### config.mk
export PLATFORM = sky130hd
export DESIGN_NAME = axis_prog_loader
export DESIGN_NICKNAME = d
export VERILOG_FILES = /design/src/rtl/axis_prog_loader.sv
export SDC_FILE = /design/constraint.sdc
export NUM_CORES = 1
export LEC_CHECK = 0
export BUFFER_PORTS_ARGS = -buffer_cell sky130_fd_sc_hd__buf_2
export CAP_MARGIN = 10
export CORE_ASPECT_RATIO = 1.4
export CORE_UTILIZATION = 56
export CTS_BUF_LIST = sky130_fd_sc_hd__clkbuf_4
export DETAILED_ROUTE_END_ITERATION = 10
export PLACE_DENSITY_LB_ADDON = 0.3
export SYNTH_ARGS = -nofsm -noshare
export SYNTH_HDL_FRONTEND = slang
export SYNTH_SLANG_ARGS = --single-unit
### constraint.sdc
create_clock -name clk -period 2.1 [get_ports clk]
set_input_delay 0.21 -clock clk [delete_from_list [all_inputs] [get_ports clk]]
set_output_delay 0.21 -clock clk [all_outputs]
set_load 0.005 [all_outputs]
### src/rtl/axis_prog_loader.sv
// -----------------------------------------------------------------------------
// axis_prog_loader
//
// Accepts program-load packets on an AXI-Stream slave and scatters them into
// the CPU's instruction memory (byte-wide), immediates table (32-bit) or
// jump-offset table (8-bit). The first word of each packet is a header that
// selects the target ([31:28]) and the start address ([15:0]). Instruction
// words are unpacked into four byte writes, little byte first, which throttles
// the stream to one word per four cycles. Unknown targets are drained and
// flagged on the sticky err output.
//
// Ports
//   clk, rst                  clock, synchronous active-high reset
//   prog_TDATA/TVALID/TLAST   program stream in
//   prog_TREADY               program stream ready (depends on state only)
//   inst_mem_wr_addr/data/en  instruction memory write port (registered)
//   imm_wr_addr/data/en       immediates table write port (registered)
//   jmp_off_wr_addr/data/en   jump-offset table write port (registered)
//   loading                   packet in progress; CPU is held in reset on it
//   done                      one-cycle pulse after the last write of a packet
//   err                       sticky: a header with an invalid target was seen
// -----------------------------------------------------------------------------
module axis_prog_loader #(
    parameter int CODE_ADDR_WIDTH = 10
) (
    input  logic                       clk,
    input  logic                       rst,
    input  logic [31:0]                prog_TDATA,
    input  logic                       prog_TVALID,
    output logic                       prog_TREADY,
    input  logic                       prog_TLAST,
    output logic [CODE_ADDR_WIDTH-1:0] inst_mem_wr_addr,
    output logic [7:0]                 inst_mem_wr_data,
    output logic                       inst_mem_wr_en,
    output logic [3:0]                 imm_wr_addr,
    output logic [31:0]                imm_wr_data,
    output logic                       imm_wr_en,
    output logic [3:0]                 jmp_off_wr_addr,
    output logic [7:0]                 jmp_off_wr_data,
    output logic                       jmp_off_wr_en,
    output logic                       loading,
    output logic                       done,
    output logic                       err
);

    typedef enum logic [2:0] {
        ST_HDR        = 3'd0,
        ST_INST_WORD  = 3'd1,
        ST_INST_BYTES = 3'd2,
        ST_IMM        = 3'd3,
        ST_JMP        = 3'd4,
        ST_DRAIN      = 3'd5
    } state_t;

    localparam logic [CODE_ADDR_WIDTH-1:0] INST_PTR_ONE = {{(CODE_ADDR_WIDTH-1){1'b0}}, 1'b1};

    state_t                     state_r;
    logic [CODE_ADDR_WIDTH-1:0] inst_ptr_r;
    logic [3:0]                 tbl_ptr_r;
    logic [31:0]                word_r;
    logic                       last_r;
    logic [1:0]                 byte_idx_r;
    logic                       tready_r;
    logic                       fin_r;
    logic                       done_r;
    logic                       loading_r;
    logic                       err_r;
    logic [CODE_ADDR_WIDTH-1:0] inst_addr_r;
    logic [7:0]                 inst_data_r;
    logic                       inst_en_r;
    logic [3:0]                 imm_addr_r;
    logic [31:0]                imm_data_r;
    logic                       imm_en_r;
    logic [3:0]                 jmp_addr_r;
    logic [7:0]                 jmp_data_r;
    logic                       jmp_en_r;
    logic                       hs_s;

    // Selects one byte of the latched instruction word, byte 0 = bits [7:0].
    function automatic logic [7:0] sel_byte(input logic [31:0] w, input logic [1:0] idx);
        logic [7:0] b;
        case (idx)
            2'd0:    b = w[7:0];
            2'd1:    b = w[15:8];
            2'd2:    b = w[23:16];
            2'd3:    b = w[31:24];
            default: b = 8'h00;
        endcase
        return b;
    endfunction

    // Handshake: TREADY is a registered copy of "next state is not INST_BYTES",
    // so it is low during reset and never looks at TVALID.
    assign hs_s = prog_TVALID & tready_r;

    // Loader FSM with all write ports and status outputs registered.
    always_ff @(posedge clk) begin
        if (rst) begin
            state_r     <= ST_HDR;
            inst_ptr_r  <= {CODE_ADDR_WIDTH{1'b0}};
            tbl_ptr_r   <= 4'd0;
            word_r      <= 32'd0;
            last_r      <= 1'b0;
            byte_idx_r  <= 2'd0;
            tready_r    <= 1'b0;
            fin_r       <= 1'b0;
            done_r      <= 1'b0;
            loading_r   <= 1'b0;
            err_r       <= 1'b0;
            inst_addr_r <= {CODE_ADDR_WIDTH{1'b0}};
            inst_data_r <= 8'd0;
            inst_en_r   <= 1'b0;
            imm_addr_r  <= 4'd0;
            imm_data_r  <= 32'd0;
            imm_en_r    <= 1'b0;
            jmp_addr_r  <= 4'd0;
            jmp_data_r  <= 8'd0;
            jmp_en_r    <= 1'b0;
        end else begin
            inst_en_r <= 1'b0;
            imm_en_r  <= 1'b0;
            jmp_en_r  <= 1'b0;
            tready_r  <= 1'b1;
            // fin_r marks the cycle of the final write; done follows one cycle later.
            fin_r     <= 1'b0;
            done_r    <= fin_r;
            // loading stays high through the done cycle and drops after it;
            // a header accepted in that same cycle re-asserts it below.
            if (done_r) begin
                loading_r <= 1'b0;
            end else begin
                loading_r <= loading_r;
            end

            case (state_r)
                ST_HDR: begin
                    if (hs_s) begin
                        inst_ptr_r <= prog_TDATA[CODE_ADDR_WIDTH-1:0];
                        tbl_ptr_r  <= prog_TDATA[3:0];
                        if (prog_TDATA[31:28] > 4'd2) begin
                            err_r <= 1'b1;
                        end else begin
                            err_r <= err_r;
                        end
                        if (prog_TLAST) begin
                            // Zero-length packet: no writes; valid targets still report done.
                            state_r <= ST_HDR;
                            if (prog_TDATA[31:28] <= 4'd2) begin
                                done_r <= 1'b1;
                            end else begin
                                done_r <= fin_r;
                            end
                        end else begin
                            loading_r <= 1'b1;
                            case (prog_TDATA[31:28])
                                4'd0:    state_r <= ST_INST_WORD;
                                4'd1:    state_r <= ST_IMM;
                                4'd2:    state_r <= ST_JMP;
                                default: state_r <= ST_DRAIN;
                            endcase
                        end
                    end else begin
                        state_r <= ST_HDR;
                    end
                end

                ST_INST_WORD: begin
                    if (hs_s) begin
                        word_r      <= prog_TDATA;
                        last_r      <= prog_TLAST;
                        inst_en_r   <= 1'b1;
                        inst_addr_r <= inst_ptr_r;
                        inst_data_r <= prog_TDATA[7:0];
                        inst_ptr_r  <= inst_ptr_r + INST_PTR_ONE;
                        byte_idx_r  <= 2'd1;
                        tready_r    <= 1'b0;
                        state_r     <= ST_INST_BYTES;
                    end else begin
                        state_r <= ST_INST_WORD;
                    end
                end

                ST_INST_BYTES: begin
                    inst_en_r   <= 1'b1;
                    inst_addr_r <= inst_ptr_r;
                    inst_data_r <= sel_byte(word_r, byte_idx_r);
                    inst_ptr_r  <= inst_ptr_r + INST_PTR_ONE;
                    byte_idx_r  <= byte_idx_r + 2'd1;
                    if (byte_idx_r == 2'd3) begin
                        if (last_r) begin
                            state_r <= ST_HDR;
                            fin_r   <= 1'b1;
                        end else begin
                            state_r <= ST_INST_WORD;
                        end
                    end else begin
                        tready_r <= 1'b0;
                        state_r  <= ST_INST_BYTES;
                    end
                end

                ST_IMM: begin
                    if (hs_s) begin
                        imm_en_r   <= 1'b1;
                        imm_addr_r <= tbl_ptr_r;
                        imm_data_r <= prog_TDATA;
                        tbl_ptr_r  <= tbl_ptr_r + 4'd1;
                        if (prog_TLAST) begin
                            state_r <= ST_HDR;
                            fin_r   <= 1'b1;
                        end else begin
                            state_r <= ST_IMM;
                        end
                    end else begin
                        state_r <= ST_IMM;
                    end
                end

                ST_JMP: begin
                    if (hs_s) begin
                        jmp_en_r   <= 1'b1;
                        jmp_addr_r <= tbl_ptr_r;
                        jmp_data_r <= prog_TDATA[7:0];
                        tbl_ptr_r  <= tbl_ptr_r + 4'd1;
                        if (prog_TLAST) begin
                            state_r <= ST_HDR;
                            fin_r   <= 1'b1;
                        end else begin
                            state_r <= ST_JMP;
                        end
                    end else begin
                        state_r <= ST_JMP;
                    end
                end

                ST_DRAIN: begin
                    // Discarded packet ends without a done pulse.
                    if (hs_s && prog_TLAST) begin
                        state_r   <= ST_HDR;
                        loading_r <= 1'b0;
                    end else begin
                        state_r <= ST_DRAIN;
                    end
                end

                default: begin
                    state_r <= ST_HDR;
                end
            endcase
        end
    end

    assign prog_TREADY      = tready_r;
    assign inst_mem_wr_addr = inst_addr_r;
    assign inst_mem_wr_data = inst_data_r;
    assign inst_mem_wr_en   = inst_en_r;
    assign imm_wr_addr      = imm_addr_r;
    assign imm_wr_data      = imm_data_r;
    assign imm_wr_en        = imm_en_r;
    assign jmp_off_wr_addr  = jmp_addr_r;
    assign jmp_off_wr_data  = jmp_data_r;
    assign jmp_off_wr_en    = jmp_en_r;
    assign loading          = loading_r;
    assign done             = done_r;
    assign err              = err_r;

endmodule

# Yosys cells after proc, flatten, opt, wreduce, memory -nomap -nowiden
# Cells that the tools add are included.
# W data, S select, Z words.
dict set report classes {
  add_sub_neg 3
  magnitude_cmp 2
  eq_ne 13
  mux 44
  bitwise_logic 3
  reduce_logical 17
}
# op n
set op_table {}
lappend op_table {{$pmux W8 S4} 1}
lappend op_table {{$mux W10} 3}
lappend op_table {{$pmux W10 S3} 1}
lappend op_table {{$mux W3} 7}
lappend op_table {{$pmux W10 S2} 1}
lappend op_table {{$pmux W3 S6} 1}
lappend op_table {{$mux W1} 16}
lappend op_table {{$pmux W8 S2} 1}
lappend op_table {{$add A10 B1 Y10 const B} 1}
lappend op_table {{$pmux W3 S3} 1}
lappend op_table {{$reduce_and A3 Y1} 3}
lappend op_table {{$mux W4} 2}
lappend op_table {{$mux W8} 1}
lappend op_table {{$pmux W1 S2} 4}
lappend op_table {{$pmux W4 S2} 1}
lappend op_table {{$reduce_and A2 Y1} 4}
lappend op_table {{$eq A3 B2 Y1 const B} 2}
lappend op_table {{$eq A3 B3 Y1 const B} 2}
lappend op_table {{$mux W2} 3}
lappend op_table {{$reduce_or A2 Y1} 3}
lappend op_table {{$add A4 B1 Y4 const B} 1}
lappend op_table {{$eq A2 B2 Y1 const B} 2}
lappend op_table {{$eq A4 B1 Y1 const B} 1}
lappend op_table {{$eq A4 B2 Y1 const B} 1}
lappend op_table {{16 further kinds} 19}
dict set report totals {
  regBits 126
  inputBits 36
  output_inout_bits 73
  wordCells 102
}

# Longest topological paths before layout
dict set report logic_depth {
  word_depth 5
  depth_mapped 7
  mapped_depth_nobuf 6
}

# Least setup slack after synthesis
# OpenSTA, ideal clock, no wires.
dict set report synth_timing {
  kind {register to register}
  startpoint {reg tready_r (netlist: prog_TREADY)}
  endpoint {reg imm_data_r[10] (netlist: imm_wr_data[10])}
  t_arrival_ps 1385
  required_ps 1968
  path_slack_ps 583
  stages_incl_launch_ff 7
  path_buffers 2
  synth_period_minus_slack_ps 1517
  cell_sequence {dfxtp_1 nand2_1 or3_1 buf_2 buf_6 nand2_1 a21oi_1}
}
dict set report synth_via {
  elab_chain_len 2
}
# item line
set synth_lines {}
lappend synth_lines {{start, declared} 63} ;# logic tready_r;
lappend synth_lines {{start signal, assigned} 105} ;# tready_r <= 1'b0;
lappend synth_lines {{start signal, assigned} 123} ;# tready_r <= 1'b1;
lappend synth_lines {{start signal, assigned} 176} ;# tready_r <= 1'b0;
lappend synth_lines {{$and A1 B1 Y1} 94} ;# assign hs_s = prog_TVALID & tready_r;
lappend synth_lines {{$reduce_and A2 Y1 (no source line)} n/a}
lappend synth_lines {{end signal, assigned} 206} ;# imm_data_r <= prog_TDATA;
lappend synth_lines {{end, declared} 72} ;# logic [31:0] imm_data_r;
# No other way between the ends.
# A chain may end at the register's enable or synchronous reset.

# Final worst setup path
dict set report layout_timing {
  startpoint {reg state_r[1]}
  endpoint {reg inst_ptr_r[9]}
}
dict set report layout_via {
  elab_chain_len 3
  elab_cells_between_ends 8
}
# item line
set layout_lines {}
lappend layout_lines {{start, declared} 57} ;# state_t state_r;
lappend layout_lines {{start signal, assigned} 99} ;# state_r <= ST_HDR;
lappend layout_lines {{start signal, assigned} 147} ;# state_r <= ST_HDR;
lappend layout_lines {{start signal, assigned} 156} ;# 4'd0: state_r <= ST_INST_WORD;
lappend layout_lines {{$eq A3 B1 Y1, or another cell as far along} 135} ;# case (state_r)
lappend layout_lines {{$ne A2 B2 Y1 (no source line) or $reduce_bool A3 Y1 (tied branches)} n/a}
lappend layout_lines {{$reduce_and A3 Y1 (no source line)} n/a}
lappend layout_lines {{end signal, assigned} 138} ;# inst_ptr_r <= prog_TDATA[CODE_ADDR_WIDTH-1:0];
lappend layout_lines {{end signal, assigned} 174} ;# inst_ptr_r <= inst_ptr_r + INST_PTR_ONE;
lappend layout_lines {{end signal, assigned} 187} ;# inst_ptr_r <= inst_ptr_r + INST_PTR_ONE;
lappend layout_lines {{end, declared} 58} ;# logic [CODE_ADDR_WIDTH-1:0] inst_ptr_r;
# Parallel ways exist; a longest one is shown, timed or not.

==> out/metrics.csv <==
metric;value;unit
outcome;complete, no violations;
worst hold-check path type;in -> reg;
row count;41;
WP data required;2.57;ns
#FFs+latches synth;126;
Comb power frac;8.7;%
relative slew slack;57.85;%
core area;9029;um^2
vias in the first global route;4716;
Clk network pwr share;35.1;%
via count;5029;
final worst-path cycle share;89.94;%
FF-to-FF Start;state_r[1];
number of synthesized flops with an enable pin;0;
initial antenna violation count;0;
# port buffers;108;
Cell Int Power;3.305;mW
Fin Hold WS;0.1767;ns
post-route ant nets;0;
worst vdd ir;0.5244;mV
R2R Path End;inst_ptr_r[9];
clock-pin slew on the worst setup and hold paths;0.10;ns
DR iter-0 viols;320;
Sequential Power Share;56.2;%
Min-Delay Path Depth;2;
Net Sw Frac;25.14;%
Max Freq;529.4;MHz
Slew @ Worst Pin;0.6322;ns
Yosys top cell area share;48.48;%
HP Start;rst;
DIE WIDTH;83.46;um
placed inst area;5783;um^2
Area contributors post-synth;dfxtp_1 48%, nand2_1 14%, a21oi_1 9.3%;
Synth Cell Area;5202;um^2
Ant. Diodes;0;
FF-to-FF setup slack;0.21;ns
CTS tree;done;
Cells after Synth;641;
Syn. warnings;0;
RSZ-0062 raised after global routing;false;
fin crit period;1.889;ns
pwr/cell area;693.4;nW/um^2
Sw Pwr;1.110;mW
die height;116.0;um
H-tree Lvls;4;
starting density of the core;57.62;%
CTS buffer count;17;
CTS sink count;126;
Seq/Total Area, Yosys;48.48;%
post-synthesis net count;683;
I/O pins;109;
critical path class;reg -> reg;
Synth area leader;dfxtp_1;
Final Setup Violations;0;
pin count of the biggest net entering global routing;62;
prevailing post-synth register cell;dfxtp_1;
startpoint type of the worst setup path;register;
Die ar.;9685;um^2
Synth cell types;54;
Post-CTS Setup Bufs;0;
Syn-to-layout area delta;22.39;%
final wirelength;13890;um
crit path from;state_r[1];
clk_skew;0.01349;ns
CP arrival;2.36;ns
layout cell share with drive strength beyond 1;20.20;%
Final Hold Viols;0;
FF-to-FF path depth;5;
hold worst-path end;inst_mem_wr_en;
GP Congestion;0.8695;
Overall Power;4.415;mW
clock root cell;clkbuf_4;
DP HPWL;9156;um
leak pwr;2.467;nW
Post-synth ARST share;0;%
Final Slew Violations;0;
design area;6367;um^2
first-pass GRT wire length;22580;um
vias per cell;5.657;
Worst setup EP type;register;
TritonRoute pass-1 iters;6;
final setup TNS;0;ns
clk_lat worst skew;0.54;ns
WL per Instance;15.63;um
Global Route Usage Sum;29.66;%
Syn Area/Cell;8.116;um^2
maxcap violations;0;
# nets final;812;
# fillers;719;
DRC Markers;0;
GRT overflow;0;
CTS Buffer Depth;2;
peak fanout along the critical path;14;
-- power by group through the flow --
| stage | clock [mW] | sequential [mW] | combinational, mW |
|---|---|---|---|
| global placement | 0 | 2.53 | 0.320 |
| CTS | 1.58 | 2.48 | 0.377 |
| floorplan | 0 | 2.52 | 0.213 |
| detailed placement | 0 | 2.54 | 0.327 |
| finish | 1.55 | 2.48 | 0.385 |
| global route | 1.69 | 2.49 | 0.422 |
-- final cells by class --
cell class	count	area, um^2	share of cell area [%]
clock inverter	11	100.1	1.572
clock buffer	20	150.1	2.358
tap	107	133.9	2.103
multi-input combinational	460	2416	37.94
inverter	9	33.78	0.5306
sequential	126	2522	39.61
timing repair buffer	156	1011	15.88
-- layout by cell type, fill, tap and decap left out, types with 3 or more instances in the layout --
| cell type | n |
|---|---|
| a211oi_1 | 3 |
| a21oi_1 | 96 |
| a222oi_1 | 8 |
| a311oi_1 | 4 |
| a31oi_1 | 12 |
| and3_1 | 7 |
| buf_2 | 107 |
| buf_4 | 14 |
| clkbuf_4 | 20 |
| clkinv_1 | 6 |
| dfxtp_1 | 126 |
| dlygate4sd3_1 | 33 |
| ha_1 | 6 |
| inv_1 | 9 |
| mux2i_1 | 13 |
| nand2_1 | 191 |
| nand2b_1 | 6 |
| nand3_1 | 9 |
| nor2_1 | 25 |
| nor2b_1 | 3 |
| nor3_1 | 5 |
| nor4b_1 | 4 |
| o21ai_0 | 22 |
| o31a_1 | 3 |
| o32ai_1 | 3 |
| or3_1 | 3 |
-- layer usage --
layer,up-vias,part of all wire [%],global-route usage (%)
met5,-,0,0
met4,0,3.4,14.12
met3,39,4.8,7.835
met2,172,52,51.97
met1,2351,40,33.90
li1,2467,-,-
-- through the flow --
stage	util, %	setup slack, ns	cells
after floorplan	-	0.5829	641
after global placement	64.05	0.2970	825
after detailed placement	64.05	0.2712	825
after CTS	70.48	0.2528	889
after global routing	70.52	0.03824	889
final	70.52	0.2112	889
-- how the worst max path moves through the flow --
stage,to,cells past startpoint
floorplan,imm_wr_data[10],6
global placement,inst_ptr_r[9],4
detailed placement,inst_ptr_r[9],5
CTS,inst_ptr_r[9],5
global route,inst_ptr_r[9],5
finish,inst_ptr_r[9],5
-- synth_stat cells, types with 2 or more instances --
cell and n:
nand2_1 191, dfxtp_1 126, a21oi_1 97, nor2_1 25, clkbuf_1 22, o21ai_0 22
buf_2 16, mux2i_1 13, a31oi_1 12, inv_1 9, nand3_1 9, a222oi_1 8
and3_1 7, ha_1 6, nand2b_1 6, nor3_1 5, a311oi_1 4, buf_6 4
nor4b_1 4, a211oi_1 3, buf_4 3, nor2b_1 3, o31a_1 3, o32ai_1 3
or3_1 3, a21o_1 2, a22oi_1 2, and4_1 2, nand3b_1 2, nand4_1 2
o21a_1 2, o21ai_1 2, or3b_1 2
-- kinds of logic (layout without fill, tap and decap cells) --
group,count (synthesis),count (layout),synth area share [%]
compound gates,170,170,19.29
xor+xnor,1,1,0.1684
fa+ha+maj,6,6,1.443
buf+inv,55,196,5.147
flops,126,126,48.48
mux,13,13,2.501
simple gates,270,270,22.97
-- critical path: stages (launching register included) --
cell	delay, ns
dfxtp_1	0.57
nor3b_2	0.43
a31oi_1	0.12
buf_4	0.22
or3_1	0.34
a31oi_1	0.15
-- sequential cells by signal, summed over array words and instances, names as in the netlist, 2 cells and up --
| register | flops |
|---|---|
| imm_wr_data | 32 |
| byte_idx_r | 2 |
| inst_mem_wr_addr | 10 |
| tbl_ptr_r | 4 |
| inst_ptr_r | 10 |
| word_r | 32 |
| jmp_off_wr_data | 8 |
| imm_wr_addr | 4 |
| state_r | 3 |
| jmp_off_wr_addr | 4 |
| inst_mem_wr_data | 8 |
-- repair_timing --
item / CTS / global route
setup endpoints to repair: 0 / 2
endpoints found under the hold margin: 77 / 0
resized for setup: 0 / 1
hold buffers: 33 / 0
No activity file was read; power rests on OpenSTA's default activity.
